===== src/rtl/hamming74_encoder_proj.sv =====
// Hamming(7,4) encoder with an input FIFO of pre-encoded codewords and a
// single registered output stage (EMPTY/FULL) using valid/ready handshakes.
module hamming74_encoder_proj #(
  parameter int FIFO_DEPTH = 4,
  parameter int CNT_W      = 16
) (
  input  logic             clk,
  input  logic             rst_n,
  input  logic [3:0]       din,
  input  logic             din_valid,
  output logic             din_ready,
  input  logic             inj_en,
  input  logic [2:0]       inj_pos,
  output logic [6:0]       io_out,
  output logic             io_out_valid,
  input  logic             io_out_ready,
  output logic [CNT_W-1:0] frame_cnt,
  output logic             overflow
);

  // state   | meaning
  // S_EMPTY | output register holds no frame, io_out_valid=0
  // S_FULL  | output register holds an unconsumed frame, io_out_valid=1
  typedef enum logic {S_EMPTY, S_FULL} state_t;

  localparam int AW = $clog2(FIFO_DEPTH);

  logic [6:0]  mem [0:FIFO_DEPTH-1];
  logic [AW:0] wr_ptr, rd_ptr;
  logic        ready_en;
  logic        fifo_full, fifo_empty;
  logic        push, load, consume;
  logic [6:0]  code_in, flip_mask;
  logic [6:0]  out_reg;
  logic [CNT_W-1:0] cnt_reg;
  logic        ovf_reg;
  state_t      state, state_next;

  // Codeword layout {d4,d3,d2,p3,d1,p2,p1}
  always_comb begin
    flip_mask = 7'b0;
    if (inj_en && (inj_pos != 3'd7)) flip_mask = 7'b1 << inj_pos;
    code_in = {din[3], din[2], din[1],
               din[1] ^ din[2] ^ din[3],
               din[0],
               din[0] ^ din[2] ^ din[3],
               din[0] ^ din[1] ^ din[3]} ^ flip_mask;
  end

  assign fifo_empty = (wr_ptr == rd_ptr);
  assign fifo_full  = (wr_ptr[AW] != rd_ptr[AW]) && (wr_ptr[AW-1:0] == rd_ptr[AW-1:0]);
  // ready_en keeps din_ready low until the first edge after reset release
  assign din_ready  = ready_en && !fifo_full;
  assign push       = din_valid && din_ready;

  always_ff @(posedge clk or negedge rst_n) begin
    if (!rst_n) begin
      wr_ptr   <= '0;
      rd_ptr   <= '0;
      ready_en <= 1'b0;
      ovf_reg  <= 1'b0;
    end else begin
      ready_en <= 1'b1;
      if (push) wr_ptr <= wr_ptr + 1'b1;
      if (load) rd_ptr <= rd_ptr + 1'b1;
      if (din_valid && fifo_full) ovf_reg <= 1'b1;
    end
  end

  always_ff @(posedge clk) begin
    if (push) mem[wr_ptr[AW-1:0]] <= code_in;
  end

  always_ff @(posedge clk or negedge rst_n) begin
    if (!rst_n) state <= S_EMPTY;
    else        state <= state_next;
  end

  always_comb begin
    state_next = state;
    load       = 1'b0;
    consume    = 1'b0;
    case (state)
      S_EMPTY: begin
        if (!fifo_empty) begin
          load       = 1'b1;
          state_next = S_FULL;
        end
      end
      S_FULL: begin
        if (io_out_ready) begin
          consume = 1'b1;
          if (!fifo_empty) load = 1'b1;
          else             state_next = S_EMPTY;
        end
      end
      default: state_next = S_EMPTY;
    endcase
  end

  always_ff @(posedge clk or negedge rst_n) begin
    if (!rst_n) begin
      out_reg <= 7'b0;
      cnt_reg <= '0;
    end else begin
      if (load)    out_reg <= mem[rd_ptr[AW-1:0]];
      if (consume) cnt_reg <= cnt_reg + 1'b1;
    end
  end

  assign io_out       = out_reg;
  assign io_out_valid = (state == S_FULL);
  assign frame_cnt    = cnt_reg;
  assign overflow     = ovf_reg;

endmodule


===== config.mk =====
export PLATFORM = sky130hd
export DESIGN_NAME = hamming74_encoder_proj
export DESIGN_NICKNAME = d
export VERILOG_FILES = /design/src/rtl/hamming74_encoder_proj.sv
export SDC_FILE = /design/constraint.sdc
export NUM_CORES = 1
export LEC_CHECK = 0
export ABC_AREA = 1
export CAP_MARGIN = 10
export CORE_ASPECT_RATIO = 1.75
export CORE_MARGIN = 2
export CORE_UTILIZATION = 33
export CTS_CLUSTER_SIZE = 28
export DETAILED_ROUTE_END_ITERATION = 7
export GPL_TIMING_DRIVEN = 1
export PLACE_DENSITY = 0.57
export SLEW_MARGIN = 15
export SYNTH_ARGS = -nofsm -noshare
export SYNTH_HDL_FRONTEND = slang
export SYNTH_SLANG_ARGS = --single-unit

===== constraint.sdc =====
create_clock -name clk -period 2.2 [get_ports clk]
set_input_delay 0.44 -clock clk [delete_from_list [all_inputs] [get_ports clk]]
set_output_delay 0.44 -clock clk [all_outputs]
set_load 0.1 [all_outputs]

==> metrics, run 1 <==
total area of sequential cells=1640 sq um; ys flop type=dfrtp_1; clock buffer depth=2; f_max=between 0.4 and 0.5 GHz; CTS tree=built; Post-CTS Setup Bufs=0; Final Util=43.9%; crit path launch type=flop; YS warnings=0; Yosys reg bits=60; Pre-Repair DR Iteration Count=4; NumNets Final=367; cts hold-fix bufs=0; worst hold margin=0.477 ns; Seq pwr share=about 29%; clock network power share=27.6%; row count=44; # resized after CTS=0; detailed-route vias per instance=around 4.4; Synth top area share=29.5%; largest net degree at the start of global routing=33; Seq/Total Area, Yosys=a little under three fifths; global-route wire length before repair=9670 microns; Die H=127 microns; setup_tns=0 ns; Fin. Hold Viols=0; Final Slew Violations=0; crit-path max FO=6; initial core utilization=about a third; diode count=0; Antenna Nets Post-Route=0; Layout Skew=0.00533 ns; most frequent cell after synthesis=nand2_1; Int Power=0.00317 W; WL final=between 5000 and 6000 microns; switch share=43.9%; Post-route DRC=0; Clock Sinks=60; Iter 0 DRT Violations=61; count of input and output buffers=37; pre-CTS setup slack=0.273 ns; area growth from synthesis to layout=28.7%; cells after synthesis=299; H-tree levels=3; post-route minimum period=2.02 ns; vias post-DR=roughly 2100; layout cells sized above 1=about 17%; DR WL/cell=11.9 microns; Period Utilization, post-route=92.0%; outcome=finished, final reports clean; max incr delay on CP=about 0.45 ns; Net Count, Synth=317; Hold WC Path Type=reg -> reg; Gate power share=between 40% and 50%; die area=roughly 9400 sq um; Total Routing Usage GR=13.7%; vias in the first global route=2120; Final HPWL DP=roughly 4200 microns; Pleak=approximately 1.7 nW; Multi-input gate area=1050 sq um; P_sw=between 0.002 and 0.0025 W; number of synthesized flops with an enable pin=28; RSZ-0062 raised after global routing=false; Arrival @ worst endpoint=1.58 ns; top post-synthesis cells by count=nand2_1 (69), nor2_1 (38), dfrtp_1 (32); crit end category=output port; FILL cells=842; Critical Path RT=1.76 ns; placed cell areas=3340 sq um; max capacitance violation total=0; WS Path Type=reg -> out; root buffer cell=clkbuf_16; CP cell instances=xnor2_2 > nand3_2 > nand2_1 > inv_1 > buf_12; Async S/R FF share, synth=53.3%; Clock transition at path regs=0.05 ns; CORE AREA=8370 sq um; design area=about 3700 sq um; count of unique library cells instantiated by Yosys=25; Setup-failing EPs final=0; pwr/cell area=1540 nW/um^2; grt ovf=0; Final Worst Setup Slack=0.176 ns; synth top area cells=edfxtp_1 (29%), dfrtp_1 (28%), nand2_1 (9.1%), nor2_1 (5.0%), xor2_1 (4.9%); cell taking the most area after synthesis=edfxtp_1; Syn Area/Cell=9.54 sq um; synthesized area=approximately 2900 sq um; antenna violations before repair=0; width of the chip=74.3 microns; Peak VDD IR=0.000599 V; Routability Congestion=0.846; clk_lat worst skew=between 0.3 and 0.4 ns; crit path max-delay cell type=dfrtp_1; number of I/O pins=38; Num CTS Buffers=9
## cell type report
class,instances,area share [%]
Tap cell,115,3.92
Sequential cell,60,44.7
Multi-Input combinational cell,199,28.5
Clock buffer,10,6.24
Timing Repair Buffer,45,10.3
Inverter,34,3.48
Clock inverter,6,2.83
## critical path, delay by kind of cell, from the launching register on
family,cells,cell delay [ns]
and+or+nand+nor,2,0.29
xor gates and xnor gates,1,0.30
DFF,1,0.45
buffers and inverters,2,0.22
## registers in the layout (all words and copies together), names as in the netlist
| register | count |
|---|---|
| rd_ptr | 3 |
| mem | 28 |
| wr_ptr | 3 |
| io_out_valid | 1 |
| overflow | 1 |
| frame_cnt | 16 |
| io_out | 7 |
| ready_en | 1 |
## cell usage in the layout (no fill, tap or decap), drive strengths merged
| cell type | instances |
|---|---|
| nor2 | 39 |
| clkdlybuf4s50 | 11 |
| o21bai | 1 |
| o21ai | 22 |
| nand3 | 22 |
| clkbuf | 10 |
| xor2 | 16 |
| xnor2 | 8 |
| clkinv | 3 |
| nand2 | 71 |
| dfrtp | 32 |
| nand4 | 8 |
| bufinv | 3 |
| nor3 | 5 |
| edfxtp | 28 |
| inv | 34 |
| ha | 6 |
| buf | 34 |
| conb | 1 |
## power by group through the flow
stage | logic, W | clock network, W | registers (W)
detailed placement | 0.00246 | 0 | 0.00168
floorplan | 0.000965 | 0 | 0.00261
finish | 0.00243 | 0.00155 | 0.00166
global placement | 0.00243 | 0 | 0.00168
global route | 0.00264 | 0.00165 | 0.00170
CTS | 0.00247 | 0.00159 | 0.00167
## final timing paths
kind                           start  cells past startpoint       endpoint  slack, ns
min                         overflow                      1       overflow       0.48
max in group asynchronous      rst_n                      2  frame_cnt[13]       1.38
max reg2reg                wr_ptr[0]                      7      mem[2][4]       0.58
max                        wr_ptr[1]                      5      din_ready       0.18
min in group asynchronous      rst_n                      2   frame_cnt[3]       0.52
min reg2reg                 overflow                      1       overflow       0.48
## stage by stage
step                total power [W]  cells
floorplan                   0.00357    299
global route                0.00599    469
detailed placement          0.00414    453
global placement            0.00412    453
CTS                         0.00572    469
finish                      0.00564    469
## per-layer routing
| layer | GRT usage, % | vias up | wire length, microns |
|---|---|---|---|
| met2 | 24.6 | 43 | 3110 |
| met4 | 7.77 | 0 | 190 |
| li1 | - | 1065 | - |
| met3 | 4.10 | 13 | 201 |
| met5 | 0 | - | 0 |
| met1 | 13.3 | 960 | 2090 |
## cell families after synthesis
group                      after synthesis  synth area share [%]
AOI/OAI and AO/OA                       23                  4.12
xor gates and xnor gates                24                  7.63
DFF                                     60                  57.6
buffers and inverters                   40                  5.70
adders and majority gates                6                  2.63
and+or+nand+nor                        145                  22.2
other                                    1                 0.132
Power figures use the tool's default switching activity.
==> run 2: changes to the inputs <==
Settings changed: CAP_MARGIN 10 to 20.
==> results of run 2 <==
Same layout as run 1: the final DEF is identical, and so are final timing and power.
